$ cat src/rtl/dmem_bridge_pkg.sv
// Shared definitions for the MEM-stage data memory bridge.
// Holds the bridge FSM encodings, the abort data pattern and a small helper.
package dmem_bridge_pkg;

  typedef enum logic [1:0] {
    DMEM_IDLE = 2'd0,
    DMEM_REQ  = 2'd1,
    DMEM_DONE = 2'd2
  } dmem_state_e;

  // Load data returned when a bus transaction is abandoned by the watchdog
  localparam logic [31:0] DMEM_ERR_DATA = 32'hDEAD_BEEF;

  function automatic logic is_misaligned(input logic [1:0] lsb);
    return (lsb != 2'b00);
  endfunction

endpackage

$ cat src/rtl/dmem_bridge_watchdog.sv
// dmem_watchdog: counts consecutive cycles the bridge spends waiting for
// bus_ack and flags expiry on the TIMEOUT-th waiting cycle.
// Only instantiated when DMEM_TIMEOUT_EN is defined.
module dmem_watchdog #(
  parameter int TIMEOUT = 64
) (
  input  logic clk,
  input  logic rst_n,
  input  logic run,
  output logic expired
);

  localparam int CW = $clog2(TIMEOUT + 1);

  logic [CW-1:0] cnt_q;
  logic [CW-1:0] cnt_d;

  // Counter advances while waiting and restarts from zero whenever waiting stops
  always_comb begin
    cnt_d = '0;
    if (run) begin
      cnt_d = cnt_q + 1'b1;
    end
  end

  // Counter register
  always_ff @(posedge clk or negedge rst_n) begin
    if (!rst_n) begin
      cnt_q <= '0;
    end else begin
      cnt_q <= cnt_d;
    end
  end

  assign expired = run && (cnt_q == CW'(TIMEOUT - 1));

endmodule

$ cat src/rtl/dmem_bridge.sv
// dmem_bridge: turns the MEM stage's single-cycle load/store into a req/ack
// bus transaction, stalling the pipeline until the access completes.
// Optional feature macro: DMEM_TIMEOUT_EN adds a watchdog that aborts an
// unacknowledged request after TIMEOUT cycles and raises sticky bus_err.
module dmem_bridge
  import dmem_bridge_pkg::*;
#(
  parameter int ADDR_W = 32,
  parameter int DATA_W = 32
`ifdef DMEM_TIMEOUT_EN
  ,
  parameter int TIMEOUT = 64
`endif
) (
  input  logic              clk,
  input  logic              rst_n,
  input  logic              mem_ren,
  input  logic              mem_wen,
  input  logic [ADDR_W-1:0] mem_addr,
  input  logic [DATA_W-1:0] mem_dout,
  input  logic              mem_en,
  output logic [DATA_W-1:0] mem_din,
  output logic              mem_stall,
  output logic              bus_req,
  output logic              bus_we,
  output logic [ADDR_W-1:0] bus_addr,
  output logic [DATA_W-1:0] bus_wdata,
  input  logic              bus_ack,
  input  logic [DATA_W-1:0] bus_rdata,
`ifdef DMEM_TIMEOUT_EN
  output logic              bus_err,
`endif
  output logic              misalign
);

  dmem_state_e       state_q,     state_d;
  logic              bus_we_q,    bus_we_d;
  logic [ADDR_W-1:0] bus_addr_q,  bus_addr_d;
  logic [DATA_W-1:0] bus_wdata_q, bus_wdata_d;
  logic [DATA_W-1:0] mem_din_q,   mem_din_d;
  logic              misalign_q,  misalign_d;
  logic              stall_raw;

`ifdef DMEM_TIMEOUT_EN
  logic bus_err_q, bus_err_d;
  logic wd_expired;

  dmem_watchdog #(
    .TIMEOUT (TIMEOUT)
  ) u_watchdog (
    .clk     (clk),
    .rst_n   (rst_n),
    .run     (state_q == DMEM_REQ),
    .expired (wd_expired)
  );

  assign bus_err = bus_err_q;
`endif

  // Next-state and datapath latching; an ack only counts while the request is up
  always_comb begin
    state_d     = state_q;
    bus_we_d    = bus_we_q;
    bus_addr_d  = bus_addr_q;
    bus_wdata_d = bus_wdata_q;
    mem_din_d   = mem_din_q;
    misalign_d  = misalign_q;
    stall_raw   = 1'b0;
    bus_req     = 1'b0;
`ifdef DMEM_TIMEOUT_EN
    bus_err_d   = bus_err_q;
`endif
    case (state_q)
      DMEM_IDLE: begin
        if (mem_ren || mem_wen) begin
          stall_raw   = 1'b1;
          bus_we_d    = mem_wen;
          bus_addr_d  = {mem_addr[ADDR_W-1:2], 2'b00};
          bus_wdata_d = mem_dout;
          if (is_misaligned(mem_addr[1:0])) begin
            misalign_d = 1'b1;
          end
          state_d = DMEM_REQ;
        end
      end
      DMEM_REQ: begin
        stall_raw = 1'b1;
        bus_req   = 1'b1;
        if (bus_ack) begin
          if (!bus_we_q) begin
            mem_din_d = bus_rdata;
          end
          state_d = DMEM_DONE;
        end
`ifdef DMEM_TIMEOUT_EN
        else if (wd_expired) begin
          mem_din_d = DATA_W'(DMEM_ERR_DATA);
          bus_err_d = 1'b1;
          state_d   = DMEM_DONE;
        end
`endif
      end
      DMEM_DONE: begin
        if (mem_en) begin
          state_d = DMEM_IDLE;
        end
      end
      default: begin
        state_d = DMEM_IDLE;
      end
    endcase
  end

  // State and bus registers, all cleared by reset even mid-transaction
  always_ff @(posedge clk or negedge rst_n) begin
    if (!rst_n) begin
      state_q     <= DMEM_IDLE;
      bus_we_q    <= 1'b0;
      bus_addr_q  <= '0;
      bus_wdata_q <= '0;
      mem_din_q   <= '0;
      misalign_q  <= 1'b0;
`ifdef DMEM_TIMEOUT_EN
      bus_err_q   <= 1'b0;
`endif
    end else begin
      state_q     <= state_d;
      bus_we_q    <= bus_we_d;
      bus_addr_q  <= bus_addr_d;
      bus_wdata_q <= bus_wdata_d;
      mem_din_q   <= mem_din_d;
      misalign_q  <= misalign_d;
`ifdef DMEM_TIMEOUT_EN
      bus_err_q   <= bus_err_d;
`endif
    end
  end

  // The idle-cycle stall is combinational from mem_ren/mem_wen, so it is
  // masked while reset is held to keep the pipeline free during reset
  assign mem_stall = rst_n && stall_raw;
  assign bus_we    = bus_we_q;
  assign bus_addr  = bus_addr_q;
  assign bus_wdata = bus_wdata_q;
  assign mem_din   = mem_din_q;
  assign misalign  = misalign_q;

endmodule

$ cat config.mk
export PLATFORM = sky130hd
export DESIGN_NAME = dmem_bridge
export DESIGN_NICKNAME = d
export VERILOG_FILES = /design/src/rtl/dmem_bridge_pkg.sv /design/src/rtl/dmem_bridge_watchdog.sv /design/src/rtl/dmem_bridge.sv
export SDC_FILE = /design/constraint.sdc
export NUM_CORES = 1
export LEC_CHECK = 0
export ABC_CLOCK_PERIOD_IN_PS = 1920
export CAP_MARGIN = 20
export CORE_AREA = 4 4 104 106
export DETAILED_ROUTE_END_ITERATION = 16
export DIE_AREA = 0 0 108 110
export PLACE_DENSITY_LB_ADDON = 0.25
export SLEW_MARGIN = 20
export SYNTH_ARGS = -nofsm -noshare
export SYNTH_HDL_FRONTEND = slang
export SYNTH_SLANG_ARGS = --single-unit
$ cat constraint.sdc
create_clock -name clk -period 1.92 [get_ports clk]
set_clock_uncertainty 0.1 [all_clocks]
set_input_delay 0.192 -clock clk [delete_from_list [all_inputs] [get_ports clk]]
set_output_delay 0.192 -clock clk [all_outputs]
set_load 0.01 [all_outputs]
======== Word level (Yosys, flattened, before mapping) ========
Index checks and enable logic that the tools add are counted.
storage, ports and cells
  logic and storage cells ................. 27
  input bits .............................. 102
  register bits ........................... 98
  output and inout bits ................... 100
operators by class
  equal/unequal tests ..................... 5
  reductions and logical operators ........ 8
  mux-type cells .......................... 7
  bitwise operators ....................... 1
operators with widths
  cell                                           number
  AND reduction 3 bit                            3
  two-way mux 2 bit                              3
  inequality test 2 bit, second input constant   3
  one-hot mux 2 bit (3 select lines)             1
  == test 2 x 1 -> 1 bit, second input constant  1
  == test 2 bit, second input constant           1
  zero test 2 bit                                1
  two-way mux 1 bit                              2
  one-hot mux 1 bit (2 select lines)             1
  AND reduction 2 bit                            1
  nonzero test 2 bit                             1
  logical AND 1 bit                              1
  logical OR 1 bit                               1
  NOT 1 bit                                      1

======== Longest topological paths before layout ========
Gate-level depths: netlist (run 1).
  word-level depth ........................ 4
  mapped depth ............................ 5
  depth with buffers taken out ............ 4

======== Least setup slack after synthesis (run 1) ========
No wires, ideal clock.
  kind .................................... reg-to-reg
  start ................................... register state_q[1]
  end ..................................... register mem_din_q[10], in the netlist mem_din[10]
  library setup time ...................... 125 ps
  path buffers ............................ 1
  cell stages (with the launch flop) ...... 5
  slack ................................... 356 ps
  clock period less this slack ............ 1,564 ps
  data arrival time ....................... 1,339 ps
  path through ............................ dfrtp_1 nand2b_4 nor3b_4 buf_6 mux2_2
on the way
  word-level cells in the longest chain between the ends .. 2
RTL lines
  item                           line                text
  start, declared                dmem_bridge.sv:36   dmem_state_e state_q, state_d;
  start signal, assigned         dmem_bridge.sv:127  state_q <= state_d;
  == test 2 x 1 -> 1 bit         dmem_bridge.sv:73   case (state_q)
  AND reduction 3 bit (no line)  n/a
  end signal, assigned           dmem_bridge.sv:131  mem_din_q <= mem_din_d;
  end, declared                  dmem_bridge.sv:40   logic [DATA_W-1:0] mem_din_q, mem_din_d;
Every way passes these cells.
A chain may end at the register's enable or synchronous reset.

======== Worst setup path after layout (run 1) ========
  start ................................... register state_q[0]
  end ..................................... register bus_wdata_q[3], in the netlist bus_wdata[3]
on the way
  word-level cells in the longest chain between the ends .. 2
RTL lines
  item                           line                text
  zero test 2 bit                dmem_bridge.sv:73
  AND reduction 2 bit (no line)  n/a
  end signal, assigned           dmem_bridge.sv:130  bus_wdata_q <= bus_wdata_d;
  end, declared                  dmem_bridge.sv:39   logic [DATA_W-1:0] bus_wdata_q, bus_wdata_d;
Every way passes these cells.

==> results of run 1 <==
==> metrics by stage <==
stage	utilization	setup WS [ns]	power (mW)
after floorplan	-	0.3559	5.937
after global placement	0.6000	0.1049	8.516
after detailed placement	0.6000	0.07866	8.646
after CTS	0.6199	0.01017	9.981
after global routing	0.6203	0.1491	10.44
final	0.6203	0.2283	9.812
==> power breakdown <==
group	total, mW	switching (mW)	internal [mW]	leakage, nW
Sequential	3.66	0.544	3.12	1.15
Clock	1.30	0.666	0.629	0.0962
Combinational	4.85	1.74	3.11	1.25
==> layer usage <==
| metal | vias up | wire [um] |
|---|---|---|
| met5 | - | 0 |
| met4 | 0 | 138 |
| met3 | 13 | 1097 |
| met2 | 132 | 4546 |
| met1 | 1283 | 3664 |
| li1 | 1179 | - |
==> registers in the layout, summed over array words and instances (netlist names) <==
name	count
bus_wdata	32
mem_din	32
bus_addr	30
state_q	2
bus_we	1
misalign	1
==> synthesized netlist by cell type <==
| cell type | n |
|---|---|
| a22o_1 | 1 |
| buf_4 | 2 |
| buf_6 | 10 |
| conb_1 | 1 |
| dfrtp_1 | 98 |
| inv_1 | 1 |
| mux2_1 | 4 |
| mux2_2 | 90 |
| nand2_1 | 2 |
| nand2b_1 | 1 |
| nand2b_4 | 1 |
| nor2_1 | 1 |
| nor2_2 | 1 |
| nor3_1 | 1 |
| nor3b_1 | 1 |
| nor3b_4 | 1 |
| o21a_1 | 1 |
| o21ai_0 | 3 |
| o21bai_1 | 1 |
==> cell usage in the layout (no fill, tap or decap) <==
cell type	instances
clkbuf_1	2
mux2_1	4
a22o_1	1
dlymetal6s2s_1	1
nand2b_4	1
clkinv_2	2
conb_1	2
o21ai_0	3
nand2_1	2
nand2b_1	1
mux2_2	90
nor2_2	1
buf_12	2
o21a_2	1
nor3b_1	1
nor3_1	1
o21bai_1	1
buf_4	6
nor2_1	1
bufinv_16	1
dlygate4sd3_1	1
dfrtp_2	2
dlygate4sd2_1	1
clkbuf_8	10
dfrtp_1	96
nor3b_4	1
clkdlybuf4s50_1	196
inv_1	1
==> cells by family (layout without fill, tap and decap cells) <==
family / Yosys count / count (layout) / synth area share
AOI/OAI and AO/OA: 6 / 6 / 0.01033
buffers and inverters: 13 / 223 / 0.03500
DFF: 98 / 98 / 0.6533
muxes: 94 / 94 / 0.2820
other: 1 / 2 / 0.0009990
and+or+nand+nor: 9 / 9 / 0.01833
==> final timing paths <==
path	startpoint	end	slack, ns	depth (start not counted)
min in group asynchronous	rst_n	mem_din[25]	0.41	3
max in group asynchronous	rst_n	state_q[0]	0.85	3
worst min register to register	bus_wdata[19]	bus_wdata[19]	0.39	1
worst max register to register	state_q[0]	bus_wdata[3]	0.23	4
worst min-delay path	mem_dout[20]	bus_wdata[20]	0.35	2
worst max-delay path	state_q[0]	bus_wdata[3]	0.23	4
==> layout make-up <==
cell class | count | area, sq um
fill | 789 | 3711
sequential | 98 | 2455
timing repair buffer | 207 | 2078
multi-input combinational | 111 | 1175
tap | 133 | 166.4
clock buffer | 12 | 145.1
clock inverter | 3 | 40.04
inverter | 1 | 3.754
==> timing repair <==
| action | CTS | global route |
|---|---|---|
| endpoints found under the setup margin | 1 | 1 |
| endpoints found under the hold margin | 98 | 0 |
| gates cloned | 0 | 0 |
| hold buffers | 1 | 0 |
| gates resized for setup | 2 | 2 |
==> out/results.ini, run 1 <==
[route]
drc_errors = 0
wirelength_um = 9447
via_per_inst = 4.614
dr.pass1.iters = 4
drtAntennaViolNets = 0
first_iter_violations = 68
vias = 2607
wire_per_inst_um = 16.72

[sta]
setup_viol = 0
timing.final.hold_violations = 0
max_slew_margin = 0.5798
fin_crit_sh = 0.8811
min_period_ns = 1.692
rsz0062_at_grt = false
whs_ns = 0.3494
tightest_slew_ns = 0.6302
tns_ns = 0
slew_violations = 0
fmax_mhz = 591.1

[placement]
dp.cells = 549
gp_congestion = 0.7455
dp_hpwl_um = 7311
port-buffer-count = 199
dpl_cell_area_sq_um = 5864

[die]
coreArea_sq_um = 9774
std_cell_rows = 36
initial_core_util = 0.3840
io_pins = 202
dieWidth_um = 108
dieArea_sq_um = 11880
fp.dieH_um = 110

[setup_path]
max_stage_delay_ns = 0.46
critPathMaxFanout = 34
startpoint_type = flop
cp_top_family = flip-flops
path_cells = nor2_2 -> o21a_2 -> buf_12 -> mux2_2
slowest_stage = dfrtp_2
path_buf_inv = 1
critPathRequiredTime_ns = 2.05
worstPathArrival_ns = 1.82
end_kind = flop
crit_type = flop to flop

[clock_tree]
root_buffer = clkbuf_8
path_clk_slew_ns = 0.09
postCtsSetupBuffers = 0
cts_buffer_depth = 2
clkLatencyLatePin_ns = 0.34
cts_tree = yes
clock-sinks = 98
cts_buffers = 9
h-tree-depth = 3

[synth]
yosys_warnings = 0
synth.distinct_cells = 19
synth_cells = 221
ys_seq_elements = 98
postSynthAreaPerCell_sq_um = 16.98
syn_area_sq_um = 3754
yosysTopAreaCellShare = 0.6533
synth_area_leaders = dfrtp_1 65%, mux2_2 27%, buf_6 3.0%, mux2_1 1.2%, nor3b_4 0.50%
yosysSeqAreaShare = 0.6533
yosysTopAreaCell = dfrtp_1

[global_route]
use_met2 = 0.2558
grtUsageMet3 = 0.06756
grt_pass1_vias = 2826
grt-ovfl-total = 0
grt_max_degree = 51
grt_pass1_wl_um = 14460
track_usage = 0.1582
met1_usage = 0.1882
grt-busiest-layer = met2
antenna_found_initial = 0

[run]
drv_cap = 0

[final_layout]
antenna-diode-count = 0
layout-drive-gt1-share = 0.2708
area_growth_pct = 61.53
finish.instance_area_sq_um = 6063
fin_cells = 565
fin_nets = 530

[power]
cellPowerDensity_nw_per_um2 = 1618
vdd_drop_max_mv = 0.7431
p_leak_nw = 2.495

[run_status]
status = finished clean

[hold_path]
hp-class = primary input to flop

(Power assumes the default switching activity.)
==> run 2, diff against run 1 <==
Settings changed: CTS_CLUSTER_SIZE set to 30, REMOVE_ABC_BUFFERS set to 1.
==> run 2 against run 1 <==
Effect of this change: flip-flop and latch count stayed put; die area stayed put; largest cell class unchanged; wire length is 3.3% lower; utilization is 0.51 points higher; sequential share of layout area is 0.35 points lower; combinational power hardly changed; register-to-register slack worse by 0.04 ns; sequential power hardly changed; clock power is 14% higher; global-route usage is 0.35 points lower; hold slack worse by 0.012 ns; count of clock-buffer cells in the layout stayed put.
==> out/results.ini, run 2 (synthesized netlist as in run 1, its figures left out) <==
[power]
combPwrFrac = 0.487  ; -0.007
p_leak_nw = 2.503  ; +0.34%
p_sw_mw = 2.950  ; about the same
swShare = 0.2949  ; -0.005911
p_total_mw = 10.00  ; +1.9%
p_clk_frac = 0.148  ; +0.016
internal_power_mw = 7.052  ; +2.8%
vdd_drop_max_mv = 0.8186  ; +10%
cellPowerDensity_nw_per_um2 = 1636  ; +1.1%
seqPwrFrac = 0.365  ; -0.008

[sta]
min_period_ns = 1.816  ; +0.1247 ns
max_slew_margin = 0.6569  ; +0.07702
tns_ns = 0  ; unchanged
rsz0062_at_grt = false
fin_crit_sh = 0.9461  ; +0.06496
slew_violations = 0  ; unchanged
fmax_mhz = 550.5  ; -6.9%
whs_ns = 0.3373  ; -0.01204 ns
setup_viol = 0  ; unchanged
tightest_slew_ns = 0.5147  ; -0.1155 ns
timing.final.hold_violations = 0  ; unchanged

[setup_path]
slowest_stage = clkdlybuf4s50_1
worstPathArrival_ns = 1.52  ; -0.30 ns
max_stage_delay_ns = 0.53  ; +0.07 ns
critPathMaxFanout = 3  ; -91%
reg2regPathDepth = 5  ; +1
crit-reg2reg-launch = state_q[1]
path_cells = nand2b_4 -> inv_1 -> clkdlybuf4s50_1
crit_type = flop to output port
end_kind = output port
crit_start = state_q[1]
critPathRequiredTime_ns = 1.63  ; -0.42 ns
startpoint_type = flop

[hold_path]
hp-class = primary input to flop
hold_depth = 3  ; +1
hold_start = mem_addr[0]

[die]
io_pins = 202  ; unchanged
coreArea_sq_um = 9774  ; unchanged
initial_core_util = 0.3840  ; unchanged
std_cell_rows = 36  ; unchanged
fp.dieH_um = 110  ; unchanged
dieArea_sq_um = 11880  ; unchanged
dieWidth_um = 108  ; unchanged

[route]
dr.pass1.iters = 3  ; -1
via_per_inst = 4.560  ; -1.2%
first_iter_violations = 69  ; +1.5%
drc_errors = 0  ; unchanged
drtAntennaViolNets = 0  ; unchanged
vias = 2572  ; -1.3%
wire_per_inst_um = 16.20  ; -3.1%
wirelength_um = 9138  ; -3.3%

[placement]
dpl_cell_area_sq_um = 5867  ; about the same
dp_hpwl_um = 6958  ; -4.8%
port-buffer-count = 199  ; unchanged
gp_congestion = 0.7004  ; -6.0%

[global_route]
grt_max_degree = 99  ; +94%
grt_pass1_vias = 2778  ; -1.7%
grt-ovfl-total = 0  ; unchanged
antenna_found_initial = 0  ; unchanged
grt_pass1_wl_um = 14160  ; -2.1%
track_usage = 0.1547  ; -0.003471

[clock_tree]
clkLatencyLatePin_ns = 0.34  ; about the same
clock-sinks = 98  ; unchanged
h-tree-depth = 3  ; unchanged
path_clk_slew_ns = 0.08  ; about the same
cts_buffer_depth = 2  ; unchanged
root_buffer = clkbuf_8
cts_buffers = 9  ; unchanged
cts_tree = yes

[final_layout]
fillers = 769  ; -2.5%
fin_nets = 528  ; -0.38%
antenna-diode-count = 0  ; unchanged
finish.instance_area_sq_um = 6113  ; +0.83%
layout-drive-gt1-share = 0.2691  ; -0.001692
layout_common_cells = 197 x clkdlybuf4s50_1, 97 x dfrtp_1, 90 x mux2_2
area_growth_pct = 62.87
final_common_cell = clkdlybuf4s50_1

[run_status]
status = finished clean

[run]
drv_cap = 0  ; unchanged

## run 2: repair_timing
action / in CTS / in global routing
endpoints found under the setup margin: 1 / 1
setup buffers: 0 / 1
endpoints found under the hold margin: 98 / 0
hold buffers: 1 / 0
resized for setup: 2 / 0
pin swaps: 0 / 0
## run 2: worst max-delay path, delay by kind of cell (launching register included)
kind	cells	cell delay, ns
AND/OR/NAND/NOR	1	0.17
flip-flops	1	0.41
buffers and inverters	2	0.60
## run 2: through the flow
| step | setup slack, ns | util | instances |
|---|---|---|---|
| after floorplan | -0.7695 | - | 210 |
| after global placement | 0.1238 | 0.6002 | 546 |
| after detailed placement | 0.07785 | 0.6002 | 546 |
| after CTS | 0.04662 | 0.6247 | 563 |
| after global routing | 0.02011 | 0.6254 | 564 |
| final | 0.1036 | 0.6254 | 564 |
## run 2: path summary, 6_finish.rpt
kind | to | slack (ns)
worst min-delay path | misalign | 0.34
min in group asynchronous | mem_din[10] | 0.36
max in group asynchronous | bus_addr[18] | 0.97
worst max register to register | bus_addr[2] | 0.19
worst min register to register | bus_wdata[18] | 0.39
worst max-delay path | bus_req | 0.10
## run 2: metal layers
metal / wire [um] / GRT usage / vias up / share of wire
met3: 1314 / 0.07280 / 8 / 0.14
met4: 99 / 0.05951 / 0 / 0.011
li1: - / - / 1180 / -
met2: 4212 / 0.2438 / 142 / 0.46
met5: 0 / 0 / - / 0
met1: 3512 / 0.1854 / 1242 / 0.38
## run 2: power groups by stage
stage                     Clock [mW]  Combinational, mW  Sequential, mW
after global routing            1.63               5.21            3.81
after floorplan                    0               1.62            4.16
after global placement             0               4.88            3.64
final                           1.48               4.87            3.65
after detailed placement           0               4.94            3.71
after CTS                       1.54               4.95            3.68
## run 2: area by class of cell
| class | instances | area [sq um] | area share |
|---|---|---|---|
| Sequential cell | 98 | 2454 | 0.4014 |
| Tap cell | 133 | 166.4 | 0.02722 |
| Clock buffer | 12 | 155.1 | 0.02538 |
| Clock inverter | 4 | 73.82 | 0.01208 |
| Inverter | 1 | 3.754 | 0.0006140 |
| Timing Repair Buffer | 205 | 2086 | 0.3412 |
| Multi-Input combinational cell | 111 | 1175 | 0.1922 |
==> run 3, diff against run 2 <==
Settings changed: PLACE_DENSITY set to 0.76, PLACE_DENSITY_LB_ADDON 0.25 to unset.
==> run 3 against run 2 <==
Effect of this change: flip-flop and latch count did not move; critical path depth rose by 1; register-to-register slack improved by 0.04 ns; maximum frequency rose by 7.6%; via count rose by 2.2%; combinational power barely moved; global-route usage rose by 0.30 points; sequential share of layout area rose by 0.46 points; die area did not move; total power fell by 3.1%; worst setup slack improved by 0.13 ns.
==> out/results.ini, run 3 (synthesized netlist as in run 1, its figures left out) <==
[run_status]
status = finished clean

[sta]
setup_viol = 0  ; unchanged
min_period_ns = 1.688  ; -0.1289 ns
max_slew_margin = 0.6362  ; -0.02067
worst_slack_ns = 0.2324  ; +0.1289 ns
tns_ns = 0  ; unchanged
rsz0062_at_grt = false
slew_violations = 0  ; unchanged
fin_crit_sh = 0.8790  ; -0.06711
whs_ns = 0.3326  ; -0.004739 ns
fmax_mhz = 592.6  ; +7.6%
tightest_slew_ns = 0.5457  ; +0.03101 ns
timing.final.hold_violations = 0  ; unchanged

[final_layout]
antenna-diode-count = 0  ; unchanged
finish.instance_area_sq_um = 6045  ; -1.1%
layout-drive-gt1-share = 0.2605  ; -0.008676
layout_common_cells = 196 x clkdlybuf4s50_1, 97 x dfrtp_1, 90 x mux2_2
fin_cells = 563  ; -0.18%
post-route-util = 0.6184  ; -0.007040
area_growth_pct = 61.03
fin_nets = 527  ; -0.19%
final_common_cell = clkdlybuf4s50_1

[placement]
port-buffer-count = 199  ; unchanged
post-place-ws_ns = 0.07850  ; +0.0006416 ns
dp.cells = 546  ; unchanged
gp_congestion = 0.7600  ; +8.5%
dp_hpwl_um = 7233  ; +3.9%
dpl_cell_area_sq_um = 5867  ; unchanged

[global_route]
grt_pass1_wl_um = 14280  ; +0.88%
antenna_found_initial = 0  ; unchanged
grt-ovfl-total = 0  ; unchanged
grt_pass1_vias = 2864  ; +3.1%
grt_max_degree = 99  ; unchanged
track_usage = 0.1577  ; +0.002993

[route]
drtAntennaViolNets = 0  ; unchanged
drc_errors = 0  ; unchanged
wire_per_inst_um = 16.84  ; +3.9%
dr.pass1.iters = 4  ; +1
wirelength_um = 9479  ; +3.7%
first_iter_violations = 62  ; -10%
via_per_inst = 4.670  ; +2.4%
vias = 2629  ; +2.2%

[die]
dieWidth_um = 108  ; unchanged
fp.dieH_um = 110  ; unchanged
io_pins = 202  ; unchanged
dieArea_sq_um = 11880  ; unchanged
std_cell_rows = 36  ; unchanged
initial_core_util = 0.3840  ; unchanged
coreArea_sq_um = 9774  ; unchanged

[power]
p_sw_mw = 2.953  ; about the same
seqPwrFrac = 0.378  ; +0.013
p_leak_nw = 2.474  ; -1.2%
swShare = 0.3046  ; +0.009701
internal_power_mw = 6.740  ; -4.4%
p_total_mw = 9.694  ; -3.1%
cellPowerDensity_nw_per_um2 = 1604  ; -2.0%
vdd_drop_max_mv = 0.7686  ; -6.1%
p_clk_frac = 0.119  ; -0.029
combPwrFrac = 0.503  ; +0.016

[setup_path]
r2r_slack_ns = 0.23  ; +0.04 ns
slowest_stage = dfrtp_2
worstPathArrival_ns = 1.82  ; +0.30 ns
end_kind = flop
critPathMaxFanout = 28  ; +25
critPathRequiredTime_ns = 2.05  ; +0.42 ns
path_buf_inv = 1  ; -1
max_stage_delay_ns = 0.45  ; -0.08 ns
cp_top_family = flip-flops
reg2regPathDepth = 4  ; -1
crit_type = flop to flop
rr_endpoint = bus_wdata[22]
crit-reg2reg-launch = state_q[0]
startpoint_type = flop
path_cells = nor2_2 -> o21a_2 -> buf_12 -> mux2_2

[clock_tree]
cts_tree = yes
cts_buffer_depth = 2  ; unchanged
cts_buffers = 9  ; unchanged
clkLatencyLatePin_ns = 0.34  ; about the same
root_buffer = clkbuf_8
h-tree-depth = 3  ; unchanged
clock-sinks = 98  ; unchanged
path_clk_slew_ns = 0.08  ; about the same

[run]
drv_cap = 0  ; unchanged

[hold_path]
hp-class = primary input to async pin

-- run 3: routing by layer --
metal | vias up | track usage | wire length, um
li1 | 1182 | - | -
met2 | 131 | 0.2695 | 4705
met1 | 1302 | 0.1728 | 3483
met4 | 0 | 0.06402 | 179
met5 | - | 0 | 0
met3 | 14 | 0.06931 | 1111
-- run 3: area by class of cell --
type / count / area, sq um
Fill cell: 778 / 3730
Sequential cell: 98 / 2454
Inverter: 1 / 3.754
Multi-Input combinational cell: 111 / 1175
Tap cell: 133 / 166.4
Clock buffer: 14 / 152.6
Clock inverter: 2 / 12.51
Timing Repair Buffer: 204 / 2081
-- run 3: power groups by stage --
stage / combinational (mW) / sequential, mW / clock, mW
floorplan: 1.62 / 4.16 / 0
global placement: 4.86 / 3.65 / 0
detailed placement: 4.95 / 3.72 / 0
CTS: 4.96 / 3.68 / 1.23
global route: 5.18 / 3.82 / 1.31
finish: 4.87 / 3.67 / 1.15
-- run 3: what timing repair did --
item	in CTS	in global routing
setup endpoints to repair	1	1
resized for setup	2	1
hold buffers	1	0
setup buffers	0	0
endpoints found under the hold margin	98	0
-- run 3: how the worst max path moves through the flow --
stage,slack (ns),to,cells past startpoint,start
global placement,0.13,mem_stall,4,mem_wen
global route,0.19,bus_wdata[28],4,state_q[0]
floorplan,-0.77,bus_addr[10],3,state_q[0]
finish,0.23,bus_wdata[22],4,state_q[0]
CTS,0.01,bus_req,3,state_q[1]
detailed placement,0.08,mem_stall,4,mem_ren
-- run 3: worst reg2reg max path: stages, from the launching register on --
cell and delay (ns):
dfrtp_2 0.45, nor2_2 0.18, o21a_2 0.24, buf_12 0.21
mux2_2 0.38
